$ cat src/rtl/game_frame_scheduler.sv
`default_nettype none
// +------------------------------------------------------------------+
// | game_frame_scheduler                                             |
// | Menu/game/over sequencer: frame tick, erase/update/check/draw    |
// | handshakes, gravity flag, frame counter and overrun flag.        |
// | Revision 1.0                                                     |
// +------------------------------------------------------------------+
module game_frame_scheduler #(
  parameter int TICK_DIV = 833333,
  parameter int CW       = 20
) (
  input  logic        clk,
  input  logic        resetn,
  input  logic        i_go,
  input  logic        i_grav,
  input  logic        i_erase_done,
  input  logic        i_update_done,
  input  logic        i_check_done,
  input  logic        i_collide,
  input  logic        i_draw_done,
  output logic        o_erase_start,
  output logic        o_update_start,
  output logic        o_check_start,
  output logic        o_draw_start,
  output logic        o_startgame,
  output logic        o_grav_dir,
  output logic [15:0] o_frame_count,
  output logic        o_overrun
);

  typedef enum logic [2:0] {
    S_MENU      = 3'd0,
    S_MENU_WAIT = 3'd1,
    S_IDLE      = 3'd2,
    S_ERASE     = 3'd3,
    S_UPDATE    = 3'd4,
    S_CHECK     = 3'd5,
    S_DRAW      = 3'd6,
    S_OVER      = 3'd7
  } state_t;

  localparam logic [CW-1:0] c_TICK_LAST = CW'(TICK_DIV - 1);

  state_t        r_state;
  state_t        w_next;
  logic          r_first;
  logic          r_go_prev;
  logic          r_grav_prev;
  logic [CW-1:0] r_cnt;
  logic          r_tick_pending;
  logic          r_grav_req;
  logic          r_grav_dir;
  logic [15:0]   r_frame_count;
  logic          r_overrun;

  logic w_go_rise;
  logic w_grav_rise;
  logic w_in_game;
  logic w_tick;
  logic w_game_start;
  logic w_pending_clr;
  logic w_upd_first;
  logic w_draw_accept;

  assign w_go_rise     = i_go & ~r_go_prev;
  assign w_grav_rise   = i_grav & ~r_grav_prev;
  assign w_in_game     = (r_state == S_IDLE)   || (r_state == S_ERASE) ||
                         (r_state == S_UPDATE) || (r_state == S_CHECK) ||
                         (r_state == S_DRAW);
  assign w_tick        = w_in_game && (r_cnt == c_TICK_LAST);
  assign w_game_start  = (r_state == S_MENU_WAIT) && !i_go;
  assign w_pending_clr = (r_state == S_IDLE) && r_tick_pending;
  assign w_upd_first   = (r_state == S_UPDATE) && r_first;
  assign w_draw_accept = (r_state == S_DRAW) && !r_first && i_draw_done;

  // Done inputs are ignored in a phase's first cycle (r_first) so a stale
  // done from the previous frame cannot short-circuit the phase.
  always_comb begin
    w_next         = r_state;
    o_erase_start  = 1'b0;
    o_update_start = 1'b0;
    o_check_start  = 1'b0;
    o_draw_start   = 1'b0;
    o_startgame    = 1'b0;
    case (r_state)
      S_MENU: begin
        if (w_go_rise) w_next = S_MENU_WAIT;
      end
      S_MENU_WAIT: begin
        if (!i_go) w_next = S_IDLE;
      end
      S_IDLE: begin
        o_startgame = 1'b1;
        if (r_tick_pending) w_next = S_ERASE;
      end
      S_ERASE: begin
        o_startgame   = 1'b1;
        o_erase_start = r_first;
        if (!r_first && i_erase_done) w_next = S_UPDATE;
      end
      S_UPDATE: begin
        o_startgame    = 1'b1;
        o_update_start = r_first;
        if (!r_first && i_update_done) w_next = S_CHECK;
      end
      S_CHECK: begin
        o_startgame   = 1'b1;
        o_check_start = r_first;
        if (!r_first && i_check_done) w_next = i_collide ? S_OVER : S_DRAW;
      end
      S_DRAW: begin
        o_startgame  = 1'b1;
        o_draw_start = r_first;
        if (w_draw_accept) w_next = S_IDLE;
      end
      S_OVER: begin
        if (w_go_rise) w_next = S_MENU;
      end
      default: begin
        w_next = S_MENU;
      end
    endcase
  end

  always_ff @(posedge clk) begin
    if (!resetn) begin
      r_state     <= S_MENU;
      r_first     <= 1'b0;
      r_go_prev   <= 1'b1;
      r_grav_prev <= 1'b1;
    end else begin
      r_state     <= w_next;
      r_first     <= (w_next != r_state);
      r_go_prev   <= i_go;
      r_grav_prev <= i_grav;
    end
  end

  // Frame tick divider and single-entry tick latch; a tick landing on a
  // still-pending latch is dropped and flagged.
  always_ff @(posedge clk) begin
    if (!resetn) begin
      r_cnt          <= '0;
      r_tick_pending <= 1'b0;
      r_overrun      <= 1'b0;
    end else if (w_game_start) begin
      r_cnt          <= '0;
      r_tick_pending <= 1'b0;
      r_overrun      <= 1'b0;
    end else begin
      if (w_in_game) r_cnt <= w_tick ? '0 : r_cnt + CW'(1);
      if (w_tick) begin
        r_tick_pending <= 1'b1;
        if (r_tick_pending) r_overrun <= 1'b1;
      end else if (w_pending_clr) begin
        r_tick_pending <= 1'b0;
      end
    end
  end

  always_ff @(posedge clk) begin
    if (!resetn) begin
      r_grav_req <= 1'b0;
      r_grav_dir <= 1'b0;
    end else if (w_game_start) begin
      r_grav_req <= 1'b0;
      r_grav_dir <= 1'b0;
    end else if (w_upd_first && r_grav_req) begin
      r_grav_dir <= ~r_grav_dir;
      r_grav_req <= w_grav_rise;
    end else if (w_grav_rise && w_in_game) begin
      r_grav_req <= 1'b1;
    end
  end

  always_ff @(posedge clk) begin
    if (!resetn) begin
      r_frame_count <= 16'd0;
    end else if (w_game_start) begin
      r_frame_count <= 16'd0;
    end else if (w_draw_accept) begin
      r_frame_count <= r_frame_count + 16'd1;
    end
  end

  assign o_grav_dir    = r_grav_dir;
  assign o_frame_count = r_frame_count;
  assign o_overrun     = r_overrun;

endmodule
`default_nettype wire
$ cat config.mk
export PLATFORM = sky130hd
export DESIGN_NAME = game_frame_scheduler
export DESIGN_NICKNAME = d
export VERILOG_FILES = /design/src/rtl/game_frame_scheduler.sv
export SDC_FILE = /design/constraint.sdc
export NUM_CORES = 1
export LEC_CHECK = 0
export CAP_MARGIN = 10
export CORE_MARGIN = 1.5
export CORE_UTILIZATION = 58
export CTS_CLUSTER_SIZE = 16
export DETAILED_ROUTE_END_ITERATION = 8
export GPL_ROUTABILITY_DRIVEN = 0
export HOLD_SLACK_MARGIN = 0.02
export PLACE_DENSITY = 0.9
export REMOVE_ABC_BUFFERS = 1
export SYNTH_ARGS = -nofsm -noshare
export SYNTH_HDL_FRONTEND = slang
export SYNTH_SLANG_ARGS = --single-unit
$ cat constraint.sdc
create_clock -name clk -period 5.57 [get_ports clk]
set_clock_uncertainty 0.1 [all_clocks]
set_input_delay 0.557 -clock clk [delete_from_list [all_inputs] [get_ports clk]]
set_output_delay 0.557 -clock clk [all_outputs]
set_load 0.01 [all_outputs]
==> results.cfg <==
[run_status]
status = finished, final reports clean

[setup_path]
start_kind = flop
path_cells = nand3_1, nand2_1, inv_1, clkdlybuf4s50_1
crit_arrival_ps = 2280
crit_fanout = 20
cp_slowest_cell = dfxtp_1
worstPathRequired_ps = 4910
critPathTopFamily = flip-flops
end_kind = primary output
path_buf_inv = 2
slowest_delay_ps = 740
criticalPathCategory = reg -> out

[cells_and_area]
num-nets-final = 317
fillers = 284
area_growth_pct = 17.98
antennaDiodeCount = 0
final_layout_size_suffix_gt1_share_pct = 4.575
final_cell_mix = dfxtp_1 (46), clkdlybuf4s50_1 (31), a21oi_1 (21), nor2_1 (21), nand2_1 (18)
final_common_cell = dfxtp_1

[floorplan]
io_pins = 32
die_w_um = 66.58
num_rows = 22
coreArea_um2 = 3771
initial_core_util_pct = 62.18
die_area_um2 = 4433
die_h_um = 66.58

[cts]
clk_pin_slew_ps = 90
cts_hold_buf = 0
clock_latency_ps = 300
cts_buffers = 5
cts_tree = built
cts_max_level = 2
cts_setup_buffers = 0
cts_root_buf = clkbuf_8
clk_path_buf_depth = 2
postCtsResizedCells = 0
clock-sinks = 46

[routing]
drt_iter0_drc = 130
firstDrtPassIters = 4
route.met2.wl_um = 2421
num_vias = 2150
wl_met1_um = 2329
antenna_left = 0
topRoutingLayerUsed = met4
wl_per_cell_um = 14.22
avgViaCountPerCell = 6.073
wl_met3_um = 226
routed_wirelength_um = 5035
drc = 0

[timing]
hold_violations = 0
rsz0062_at_grt = no
min_period_ps = 2941
slew_violations = 0
worst_slew_pin_slew_ps = 683.2
finalSetupViolations = 0
period_share_pct = 52.80
tns_ps = 0
setup_ws_ps = 2629
fmax_mhz = 340.0
slew_headroom_pct = 54.45

[synthesis]
synth_cell_types = 45
ys_warn_count = 0
postSynthAreaPerCell_um2 = 8.434
synth_area_um2 = 2345
ys_ff_latch = 46
synth-async-reset-ratio_pct = 0
synth_cells = 278
yosys_most_used_dff = dfxtp_1
synth_seq_area_share_pct = 39.27
synth_edf_count = 0

[power_and_ir_drop]
p_total_w = 0.0006001
leakage_nw = 0.9216
irDropWorstVdd_mv = 0.1390
power_density_nw_per_um2 = 216.9

[global_routing]
grt.total_usage_pct = 25.59
antenna_found_initial = 0
overflow = 0
grt_pass1_wl_um = 8769
grt_max_degree = 21
grt_pass1_vias = 1961

[flow_run]
maxCapViolations = 0

[placement]
post-dp-hpwl_um = 3545
pre_cts_slack_ps = 2948
port_buffers = 31

[worst_hold_path]
hp-class = reg -> reg
cell usage after synthesis (2+ instances only):
library cell | count | share of area [%]
a21oi_1 | 21 | 4.5
a32oi_1 | 2 | 0.75
and2_1 | 5 | 1.3
and3_1 | 5 | 1.3
and3b_1 | 2 | 0.75
and4_1 | 3 | 1.1
buf_2 | 2 | 0.43
clkbuf_1 | 10 | 1.6
dfxtp_1 | 46 | 39
ha_1 | 3 | 1.6
inv_1 | 10 | 1.6
mux2i_1 | 2 | 0.85
nand2_1 | 18 | 2.9
nand2b_1 | 8 | 2.1
nand3_1 | 15 | 3.2
nand4_1 | 10 | 2.7
nor2_1 | 21 | 3.4
nor2b_1 | 3 | 0.80
nor3_1 | 5 | 1.1
nor4_1 | 4 | 1.1
nor4b_1 | 2 | 0.75
nor4bb_1 | 3 | 1.3
o211a_1 | 2 | 0.85
o211ai_1 | 2 | 0.64
o21a_1 | 4 | 1.3
o21ai_0 | 14 | 3.0
o31ai_1 | 7 | 2.2
or2_2 | 2 | 0.53
or3_1 | 10 | 2.7
or4_1 | 9 | 2.9
xnor2_1 | 10 | 3.7
xor2_1 | 5 | 1.9
final timing paths:
| path | startpoint | to | slack (ps) | depth (start not counted) |
|---|---|---|---|---|
| worst min-delay path | r_cnt[10] | r_cnt[10] | 400 | 2 |
| worst min register to register | r_cnt[10] | r_cnt[10] | 400 | 2 |
| worst max register to register | r_state[2] | o_frame_count[15] | 3290 | 4 |
| worst max-delay path | r_state[1] | o_startgame | 2630 | 4 |
kinds of logic (layout without fill, tap and decap cells):
kind of cell / count (synthesis) / after routing / synth area share, %
AOI/OAI and AO/OA: 58 / 58 / 15.53
xor gates and xnor gates: 15 / 15 / 5.603
adders and majority gates: 3 / 3 / 1.601
buffers and inverters: 22 / 50 / 3.629
DFF: 46 / 46 / 39.27
muxes: 2 / 2 / 0.8538
and+or+nand+nor: 132 / 132 / 33.51
layout make-up:
class                           count  area, um2  area share [%]
Multi-Input combinational cell    210       1339           48.39
Sequential cell                    46      920.9           33.29
Timing Repair Buffer               32      317.8           11.49
Clock buffer                        7      86.33           3.121
Tap cell                           48      60.06           2.171
Inverter                           10      37.54           1.357
Clock inverter                      1      5.005          0.1809
worst min-delay path: stages (launching register included):
cell and delay, ps:
dfxtp_1 330, o21ai_0 70, a21oi_1 60
sequential cells by signal, summed over array words and instances, names as in the netlist:
signal	count
o_frame_count	16
o_grav_dir	1
o_overrun	1
r_cnt	20
r_first	1
r_go_prev	1
r_grav_prev	1
r_grav_req	1
r_state	3
r_tick_pending	1
layer usage:
| layer | vias to the layer above | global-route usage [%] |
|---|---|---|
| met5 | - | 0 |
| met4 | 0 | 9.949 |
| met2 | 53 | 40.88 |
| met3 | 6 | 5.743 |
| met1 | 1013 | 33.51 |
| li1 | 1078 | - |
where the power goes:
part	total, W	switching, W	internal (W)
sequential	0.000344	0.0000108	0.000333
clock	0.000210	0.000110	0.000100
combinational	0.0000464	0.0000239	0.0000225
metrics by stage:
stage / std cells / utilization [%] / area [um2] / hold WS, ps
6_report: 354 / 73.36 / 2766 / 398.2
3_3_place_gp: 346 / 70.94 / 2675 / 364.3
3_5_place_dp: 346 / 70.94 / 2675 / 365.6
2_1_floorplan: 266 / - / 2297 / 347.4
5_1_grt: 354 / 73.36 / 2766 / 434.0
4_1_cts: 354 / 73.36 / 2766 / 397.9
Power figures use the tool's default switching activity.
